**config.mk**
```make
export PLATFORM = sky130hd
export DESIGN_NAME = select_encode_regfile
export DESIGN_NICKNAME = d
export VERILOG_FILES = /design/src/rtl/select_encode_regfile.sv
export SDC_FILE = /design/constraint.sdc
export NUM_CORES = 1
export LEC_CHECK = 0
export ABC_AREA = 1
export ABC_CLOCK_PERIOD_IN_PS = 4900
export CAP_MARGIN = 0
export CORE_ASPECT_RATIO = 0.8
export CORE_MARGIN = 8
export CORE_UTILIZATION = 47
export CTS_BUF_LIST = sky130_fd_sc_hd__clkbuf_16
export DETAILED_ROUTE_END_ITERATION = 16
export DONT_BUFFER_PORTS = 1
export PLACE_DENSITY_LB_ADDON = 0.12
export SYNTH_ARGS = -nofsm -noshare
export SYNTH_HDL_FRONTEND = slang
export SYNTH_SLANG_ARGS = --single-unit
export TNS_END_PERCENT = 100
```
**constraint.sdc**
```tcl
create_clock -name clock -period 4.9 [get_ports clock]
set_input_delay 1.47 -clock clock [delete_from_list [all_inputs] [get_ports clock]]
set_output_delay 1.47 -clock clock [all_outputs]
set_load 0.01 [all_outputs]
```
**src/rtl/select_encode_regfile.sv**
```systemverilog
// Register file R0-R15 with IR-field select decode, one-hot read strobes and
// sign-extended constant for the bus multiplexer.
module select_encode_regfile #(
  parameter int DATA_W = 32,
  parameter int NREGS  = 16,
  parameter int C_W    = 19
) (
  input  logic                    clock,
  input  logic                    clear_n,
  input  logic [31:0]             IR,
  input  logic                    Gra,
  input  logic                    Grb,
  input  logic                    Grc,
  input  logic                    Rin,
  input  logic                    Rout,
  input  logic                    BAout,
  input  logic [DATA_W-1:0]       BusMuxout,
  output logic [NREGS*DATA_W-1:0] reg_flat,
  output logic [NREGS-1:0]        R_out_sel,
  output logic [DATA_W-1:0]       C_sign_extended,
  output logic                    wr_valid,
  output logic [3:0]              wr_idx,
  output logic                    sel_err
);

  logic [DATA_W-1:0] regs [NREGS];
  logic [3:0]        idx;
  logic [1:0]        g_cnt;
  logic              sel_ok;
  logic              multi_sel;
  logic [NREGS-1:0]  dec;
  logic              unused_ir;

  // Opcode bits are not used by this block.
  assign unused_ir = ^IR[31:27];

  assign g_cnt     = {1'b0, Gra} + {1'b0, Grb} + {1'b0, Grc};
  assign sel_ok    = (g_cnt == 2'd1);
  assign multi_sel = (g_cnt >= 2'd2);

  always_comb begin
    idx = 4'd0;
    if (Gra)      idx = IR[26:23];
    else if (Grb) idx = IR[22:19];
    else if (Grc) idx = IR[18:15];
  end

  assign dec = sel_ok ? (NREGS'(1) << idx) : '0;

  // Strobes are level-qualified each cycle: Rin writes at the edge, Rout/BAout
  // read combinationally; an ambiguous select suppresses both.
  assign R_out_sel = dec & {NREGS{Rout | BAout}};

  assign C_sign_extended = {{(DATA_W-C_W){IR[C_W-1]}}, IR[C_W-1:0]};

  always_comb begin
    reg_flat = '0;
    for (int i = 0; i < NREGS; i++) begin
      reg_flat[i*DATA_W +: DATA_W] = regs[i];
    end
    if (BAout) reg_flat[DATA_W-1:0] = '0;
  end

  always_ff @(posedge clock or negedge clear_n) begin
    if (!clear_n) begin
      for (int i = 0; i < NREGS; i++) begin
        regs[i] <= '0;
      end
      wr_valid <= 1'b0;
      wr_idx   <= 4'd0;
      sel_err  <= 1'b0;
    end else begin
      if (Rin && sel_ok) begin
        regs[idx] <= BusMuxout;
        wr_valid  <= 1'b1;
        wr_idx    <= idx;
      end else begin
        wr_valid  <= 1'b0;
      end
      if (multi_sel && (Rin || Rout || BAout)) sel_err <= 1'b1;
    end
  end

endmodule
```
======== Yosys cells after proc, flatten, opt, wreduce, memory -nomap -nowiden ========
Index checks and enable logic that the tools add are counted.
storage, ports and cells
  flip-flop bits (word level) ............. 518
  input bits .............................. 72
  output and inout bits ................... 566
  logic and storage cells ................. 43
operators by class
  add/subtract/negate cells ............... 2
  order comparisons ....................... 3
  equality and inequality tests ........... 1
  shift-type cells ........................ 1
  mux-type cells .......................... 9
  bitwise logic cells ..................... 3
  reductions and logical operators ........ 5
operators with widths
  kind                                                        number
  bitwise mux 512 bit                                         1
  demux 32 bit (select 4 bit)                                 1
  2-to-1 mux 32 bit                                           2
  AND 16 bit                                                  1
  2-to-1 mux 16 bit                                           1
  left shift 1 x 4 -> 16 bit, first input constant            1
  2-to-1 mux 4 bit                                            3
  >= comparator 5 bit, second input constant                  1
  less-than comparator 5 x 1 -> 1 bit, second input constant  1
  inverter 4 -> 5 bit                                         1
  logical AND 1 bit                                           3
  adder 1 x 1 -> 2 bit                                        1
  adder 2 x 1 -> 2 bit                                        1
  equality test 2 x 1 -> 1 bit, second input constant         1
  >= comparator 2 bit, second input constant                  1
  logical OR 1 bit                                            2
  2-to-1 mux 1 bit                                            1
  OR 1 bit                                                    1

======== Depth between registers and ports, before layout ========
  word-level depth ........................ 9
  depth in mapped cells ................... 12
  mapped depth without buffers ............ 10

======== Least setup slack after synthesis ========
OpenSTA, ideal clock, no wires.
  kind .................................... in2out
  start point ............................. input port Grb
  end point ............................... output port R_out_sel[10]
  arrival ................................. 2985 ps
  required time ........................... 3430 ps
  setup slack ............................. 445 ps
  stages on the path ...................... 7
  path buffers ............................ 2
  cell sequence ........................... buf_4 inv_2 fa_1 nor2_1 nand2_1 clkbuf_1 nor3_1
between the ends
  longest elaborated chain between the ends .. 5
  elaborated cells on any way between the ends .. 8
  those cells by class .................... add/sub: 2; eq/ne: 1; shift: 1; mux: 3; bitwise: 1
ends and longest elaborated chain
  element                                                                     RTL line  RTL
  start, declared                                                             12        input logic Grb,
  adder 1 x 1 -> 2 bit or 2-to-1 mux 4 bit (tied branches)                    37, 44
  adder 2 x 1 -> 2 bit or 2-to-1 mux 4 bit (tied branches)                    37, 43
  equality test 2 x 1 -> 1 bit or left shift 1 x 4 -> 16 bit (tied branches)  38, 48
  2-to-1 mux 16 bit *                                                         48        assign dec = sel_ok ? (NREGS'(1) << idx) : '0;
  AND 16 bit *                                                                52        assign R_out_sel = dec & {NREGS{Rout | BAout}};
  end, declared                                                               19        output logic [NREGS-1:0] R_out_sel,
Mark *: on every way between the ends. The rest lies on a longest branch, timed or not.

======== Final worst setup path ========
  start point ............................. input port Gra
  end point ............................... output port R_out_sel[0]
between the ends
  longest elaborated chain between the ends .. 5
  elaborated cells on any way between the ends .. 7
  those cells by class .................... add/sub: 2; eq/ne: 1; shift: 1; mux: 2; bitwise: 1
ends and longest elaborated chain
  element                       RTL line  RTL
  start, declared               11        input logic Gra,
  adder 1 x 1 -> 2 bit          37        assign g_cnt = {1'b0, Gra} + {1'b0, Grb} + {1'b0, Grc};
  adder 2 x 1 -> 2 bit          37
  equality test 2 x 1 -> 1 bit  38        assign sel_ok = (g_cnt == 2'd1);
  2-to-1 mux 16 bit *           48
  AND 16 bit *                  52
Marked as above.

==> summary.md <==
| Metric | Value |
|---|---|
| Worst Hold Path EP | regs[498] |
| Worst-skew pair later-pin latency | 580 ps |
| Worst-path fanout max | 16 |
| Largest net degree at the start of global routing | 519 |
| Dpl hpwl | 54.1 mm |
| Grt met1 use | 0.309 |
| Peak supply drop | 0.256 mV |
| Vias in the first global route | 16400 |
| GRT Overall Usage | 0.252 |
| Drt initial violations | 1702 |
| Startpoint types | input port |
| R2R setup slack | 4130 ps |
| Met3 Use GR | 0.0869 |
| Aggregate routed wire length | 83.3 mm |
| Min Tclk post-route | 4630 ps |
| Mean Syn Cell Area | 8.74 um^2 |
| Worst Path Required | 3430 ps |
| Yosys warning count | 0 |
| Final hold viol count | 0 |
| Critical Path Source | Gra |
| Post-route ant nets | 0 |
| Fmax | 0.216 GHz |
| Max-Cap Viols | 0 |
| Drt pass-1 iters | 5 |
| Grt ovf | 0 |
| DIE WIDTH | 280 um |
| Violated checks | slew limit |
| GP Congestion | 0.827 |
| # hold bufs at CTS | 0 |
| Dpl cell area | 22000 um^2 |
| Worst-path cell chain | inv_4, fa_1, nor2_1, nand2_1, nor3_1, buf_4 |
| Final Cycle Share | 0.945 |
| WS Path Type | input port to primary output |
| Seq/Total Area, Yosys | 0.496 |
| DR DRC count | 0 |
| Slowest cell on crit path | fa_1 |
| Arr. time, crit path | 3160 ps |
| Rel. slew slack | -0.903 |
| Finished Layout Cells | 3114 |
| Total Nets Final | 2399 |
| Port buffer count | 0 |
| R2R depth | 2 |
| Hold slack | 472 ps |
| # IOs | 638 |
| Total nets after synthesis | 3060 |
| Met2 Resource Use GR | 0.416 |
| Leakage power | 12.8 nW |
| Hold Startpoint | regs[498] |
| R2r endpoint | reg_flat[116] |
| WP buf/inv | 2 |
| DIE HEIGHT | 227 um |
| Initial antenna violation count | 0 |
| RSZ-0062 raised after global routing | no |
| Most common cell after layout, fill and taps aside | nand2_1 |
| CTS Buffer Depth | 3 |
| First-pass GRT wire length | 119 mm |
| Launch point of the worst reg-to-reg path | reg_flat[116] |
| CP delay by family, top | simple AND/OR/NAND/NOR gates |
| Worst min path class | flop to flop |
| Final setup violation count | 0 |
| H-tree Lvls | 2 |
| PwrDens | 473 nW/um^2 |
| Cts bufs inserted | 53 |
| Final setup skew | 0 ps |
| Clock sinks | 518 |
| Post-synthesis cell count | 2987 |
| Actual slew at the worst max-slew pin | 2850 ps |
| Initial core utilization | 0.474 |
| Clock Tree Root | clkbuf_16 |
| CTS tree | yes |
| Core footprint | 55100 um^2 |
| Layout cells sized above 1 | 0.0677 |
| Hold Crit Depth | 2 |
| GRT busiest layer | met2 |
| Most frequent cells in the layout | 1045 x nand2_1, 518 x nand3_1, 518 x dfrtp_1 |
| Avg WL per Cell | 26.8 um |
| Seq cells post-synth | 518 |
| CP peak stage delay | 420 ps |
| Crit. End Element | primary output |
| Design Area, Final | 23600 um^2 |
| Cts repair resizes | 0 |
| Post-CTS setup buffers | 0 |
| Synth Cell Area | 26100 um^2 |
| Outcome | finished, violations left |
| Vias | 17100 |
| Vias/cell | 5.48 |
| Total die area | 63400 um^2 |
| Slew Viols, Final | 391 |
| Placed instance count | 3021 |
| Setup TNS | 0 ps |
| Area grow syn2layout | -9.73% |
| Reg clk slew, reported paths | 60 ps |
| Synth unique cells | 27 |
| Rows | 77 |
## final cells by class
| cell class | count | area [um^2] |
|---|---|---|
| Clock buffer | 54 | 1350 |
| Antenna cell | 1 | 2.50 |
| Fill cell | 5527 | 31500 |
| Inverter | 44 | 186 |
| Multi-Input combinational cell | 1688 | 7720 |
| Timing Repair Buffer | 21 | 208 |
| Tap cell | 750 | 938 |
| Sequential cell | 518 | 13000 |
| Clock inverter | 38 | 206 |
## power breakdown
group	internal (mW)	leakage (nW)	switching, mW
Sequential	5.10	6.96	1.22
Clock	2.04	0.834	1.72
Combinational	0.366	5.04	0.729
## flip-flops by register name, indices dropped and copies added, names as in the netlist
name and flops:
sel_err 1, wr_valid 1, wr_idx 4, reg_flat 480, regs 32
## logic make-up after synthesis
group,after synthesis,synth area share
flops,518,0.496
fa+ha+maj,1,0.000767
compound gates,7,0.00144
buf+inv,781,0.208
simple gates,1680,0.293
## tightest hold or removal path, stage by stage, from the launching register on
cell and delay (ps):
dfrtp_1 340, nand2_1 50, nand2_1 50
## synthesized netlist by cell type (all sizes together)
cell	count	area share
nand2	1062	0.16
buf	664	0.19
nand3	534	0.11
dfrtp	518	0.50
clkbuf	73	0.010
nor2	65	0.023
inv	43	0.0064
nor3	16	0.0031
o21ai	4	0.00077
or2	3	0.00091
a21oi	2	0.00038
clkinv	1	0.00019
fa	1	0.00077
o21bai	1	0.00029
## per-stage QoR
step	utilization	setup slack (ps)	power (mW)
global route	0.428	123	11.7
CTS	0.428	288	11.3
floorplan	-	445	8.00
finish	0.428	267	11.2
detailed placement	0.399	292	7.50
global placement	0.399	343	7.43
## routing by layer
layer | share of wire | vias to the layer above
met4 | 0.033 | 0
met1 | 0.38 | 8595
met2 | 0.48 | 787
met3 | 0.10 | 146
li1 | - | 7536
met5 | 0 | -
## how the worst max path moves through the flow
| stage | to | cells after the start | slack [ps] |
|---|---|---|---|
| 2_1_floorplan | R_out_sel[10] | 7 | 440 |
| 3_3_place_gp | R_out_sel[10] | 5 | 340 |
| 3_5_place_dp | R_out_sel[0] | 6 | 290 |
| 4_1_cts | R_out_sel[0] | 6 | 290 |
| 5_1_grt | R_out_sel[0] | 6 | 120 |
| 6_report | R_out_sel[0] | 6 | 270 |
Power figures use the tool's default switching activity.
==> RTL edit: new RTL, same flow settings <==
Register the outputs `R_out_sel` and `C_sign_extended`; this adds one clock of latency there. The other outputs are not delayed to match.
--- a/src/rtl/select_encode_regfile.sv
+++ b/src/rtl/select_encode_regfile.sv
@@ -51,5 +51,7 @@
   // read combinationally; an ambiguous select suppresses both.
-  assign R_out_sel = dec & {NREGS{Rout | BAout}};
 
-  assign C_sign_extended = {{(DATA_W-C_W){IR[C_W-1]}}, IR[C_W-1:0]};
+  always_ff @(posedge clock) begin
+    R_out_sel       <= dec & {NREGS{Rout | BAout}};
+    C_sign_extended <= {{(DATA_W-C_W){IR[C_W-1]}}, IR[C_W-1:0]};
+  end
 
Function: changed (Yosys sat finds a counterexample within 4 cycles, from zero or initial values).
==> RTL edit against the unedited design <==
Sequential cell count is 35 higher; area after synthesis rose by 1.6%; the flow still finishes with violations (slew limit); hold slack worse by 0.0010 ns; final area rose by 2.9%; critical endpoint is now reg_flat[17]; via count rose by 0.59%; routed wire length increased by 1.7%; worst setup slack gained 1.2 ns; total power is 3.7% higher.
==> RTL edit: results (changes against the unedited design) <==
[run_status]
status = finished, violations left
failed_checks = slew limit

[synthesis]
synth-xor-area-share_pct = 0  ; unchanged
seq_area_frac_synth_pct = 51.5  ; +1.8 points
synthTopCellsByCount = nand2_1, buf_4, nand3_1, dfrtp_1, buf_2
synth_cell_types = 28  ; +3.7%
synthCells = 3003  ; +0.54%
synthesis.nets = 3076  ; +0.52%
synth_compound_area_share_pct = 0.141  ; -0.0023 points
synthArstFlopShare_pct = 93.7  ; -6.3 points
synthMuxAreaShare_pct = 0  ; unchanged
ys_top_cells_by_area = dfrtp_1, nand2_1, buf_4
synthAdderAreaFrac_pct = 0.0754  ; -0.0012 points
synth_warnings = 0  ; unchanged

[sta]
slew_violations = 400  ; +2.3%
worst_pin_slew_ns = 3.09  ; +0.234 ns
timing.hold.ws_ns = 0.471  ; -0.00101 ns
fin_skew_ns = 0  ; unchanged

[final_layout]
drive_gt1_share_pct = 6.28  ; -0.49 points
final_cells = 3165  ; +1.6%
nets = 2436  ; +1.5%

[global_route]
antenna_found_initial = 2  ; +2
grt_usage_pct = 25.3  ; +0.15 points
grt_pass1_vias = 16400  ; +0.51%
grt_first_pass_wirelength_mm = 122  ; +2.0%

[clock_tree]
clock_path_buffers = 3  ; unchanged
cts_resized = 0  ; unchanged
clock_latency_ns = 0.59
cts_buffers = 57  ; +7.5%
cts_setup_buffers = 0  ; unchanged

[route]
first_pass_iters = 5  ; unchanged
drt-total-wl_mm = 84.7  ; +1.7%
via_count = 17200  ; +0.59%
first_iter_violations = 1663  ; -2.3%

[pwr]
ir_worst_vdd_mv = 0.260  ; +1.4%
leakagePower_nw = 13.1  ; +2.1%

[worst_setup_path]
max_stage_delay_ns = 0.48  ; +0.06 ns
r2r_start = reg_flat[268]
rrSetupSlack_ns = 4.16  ; +0.03 ns
cp_slowest_cell = nor2_1
reg2reg_to = reg_flat[268]
r2r.worst_path.cells = 2  ; unchanged
arrival_ns = 1.98  ; -1.18 ns
crit_end = reg_flat[17]
critPathLaunch = BAout
cp_max_fo = 33  ; +17

[placed_design]
gp_congestion = 0.805  ; -2.6%
dp_hpwl_mm = 54.0  ; -0.17%

[min_path]
hp-class = reg -> reg

[RTL edit: worst min path at each step]
stage / from / to / cells past startpoint
finish: regs[481] / regs[481] / 2
CTS: regs[511] / regs[511] / 2
floorplan: regs[480] / regs[480] / 2
detailed placement: regs[492] / regs[492] / 2
global placement: regs[482] / regs[482] / 2
global route: regs[504] / regs[504] / 2
[RTL edit: stage by stage]
step | utilization (%) | cell area, um2 | setup WS, ns | total power, mW
floorplan | - | 26500 | 1.40 | 8.28
detailed placement | 40.3 | 22600 | 1.00 | 7.80
finish | 43.1 | 24300 | 1.45 | 11.6
CTS | 43.1 | 24200 | 1.48 | 11.7
global placement | 40.3 | 22600 | 1.05 | 7.75
global route | 43.1 | 24200 | 1.42 | 12.1
[RTL edit: area by class of cell]
cell class / count / area (um2)
fillers: 5499 / 32000
diodes: 1 / 2.50
well taps: 760 / 951
multi-input cells: 1688 / 7680
flip-flops and latches: 553 / 13700
clock buffers: 57 / 1430
repair buffers: 19 / 168
inverters: 44 / 186
clock inverters: 43 / 174
[RTL edit: where the power goes]
group	switching, mW	internal [mW]	total, mW	leakage (nW)
Sequential	1.22	5.39	6.61	7.25
Clock	1.79	2.08	3.87	0.866
Combinational	0.733	0.366	1.10	4.99
Total	3.74	7.84	11.6	13.1
[RTL edit: logic make-up after synthesis]
| group | count (synthesis) |
|---|---|
| compound gates | 7 |
| fa+ha+maj | 1 |
| buf+inv | 762 |
| flops | 553 |
| simple gates | 1680 |
[RTL edit: per-layer routing]
layer	vias up	GRT usage, %	routed length (um)
met4	0	9.79	3630
met5	-	0	0
met1	8589	31.8	32900
met2	757	40.8	40100
met3	172	7.79	8100
li1	7647	-	-
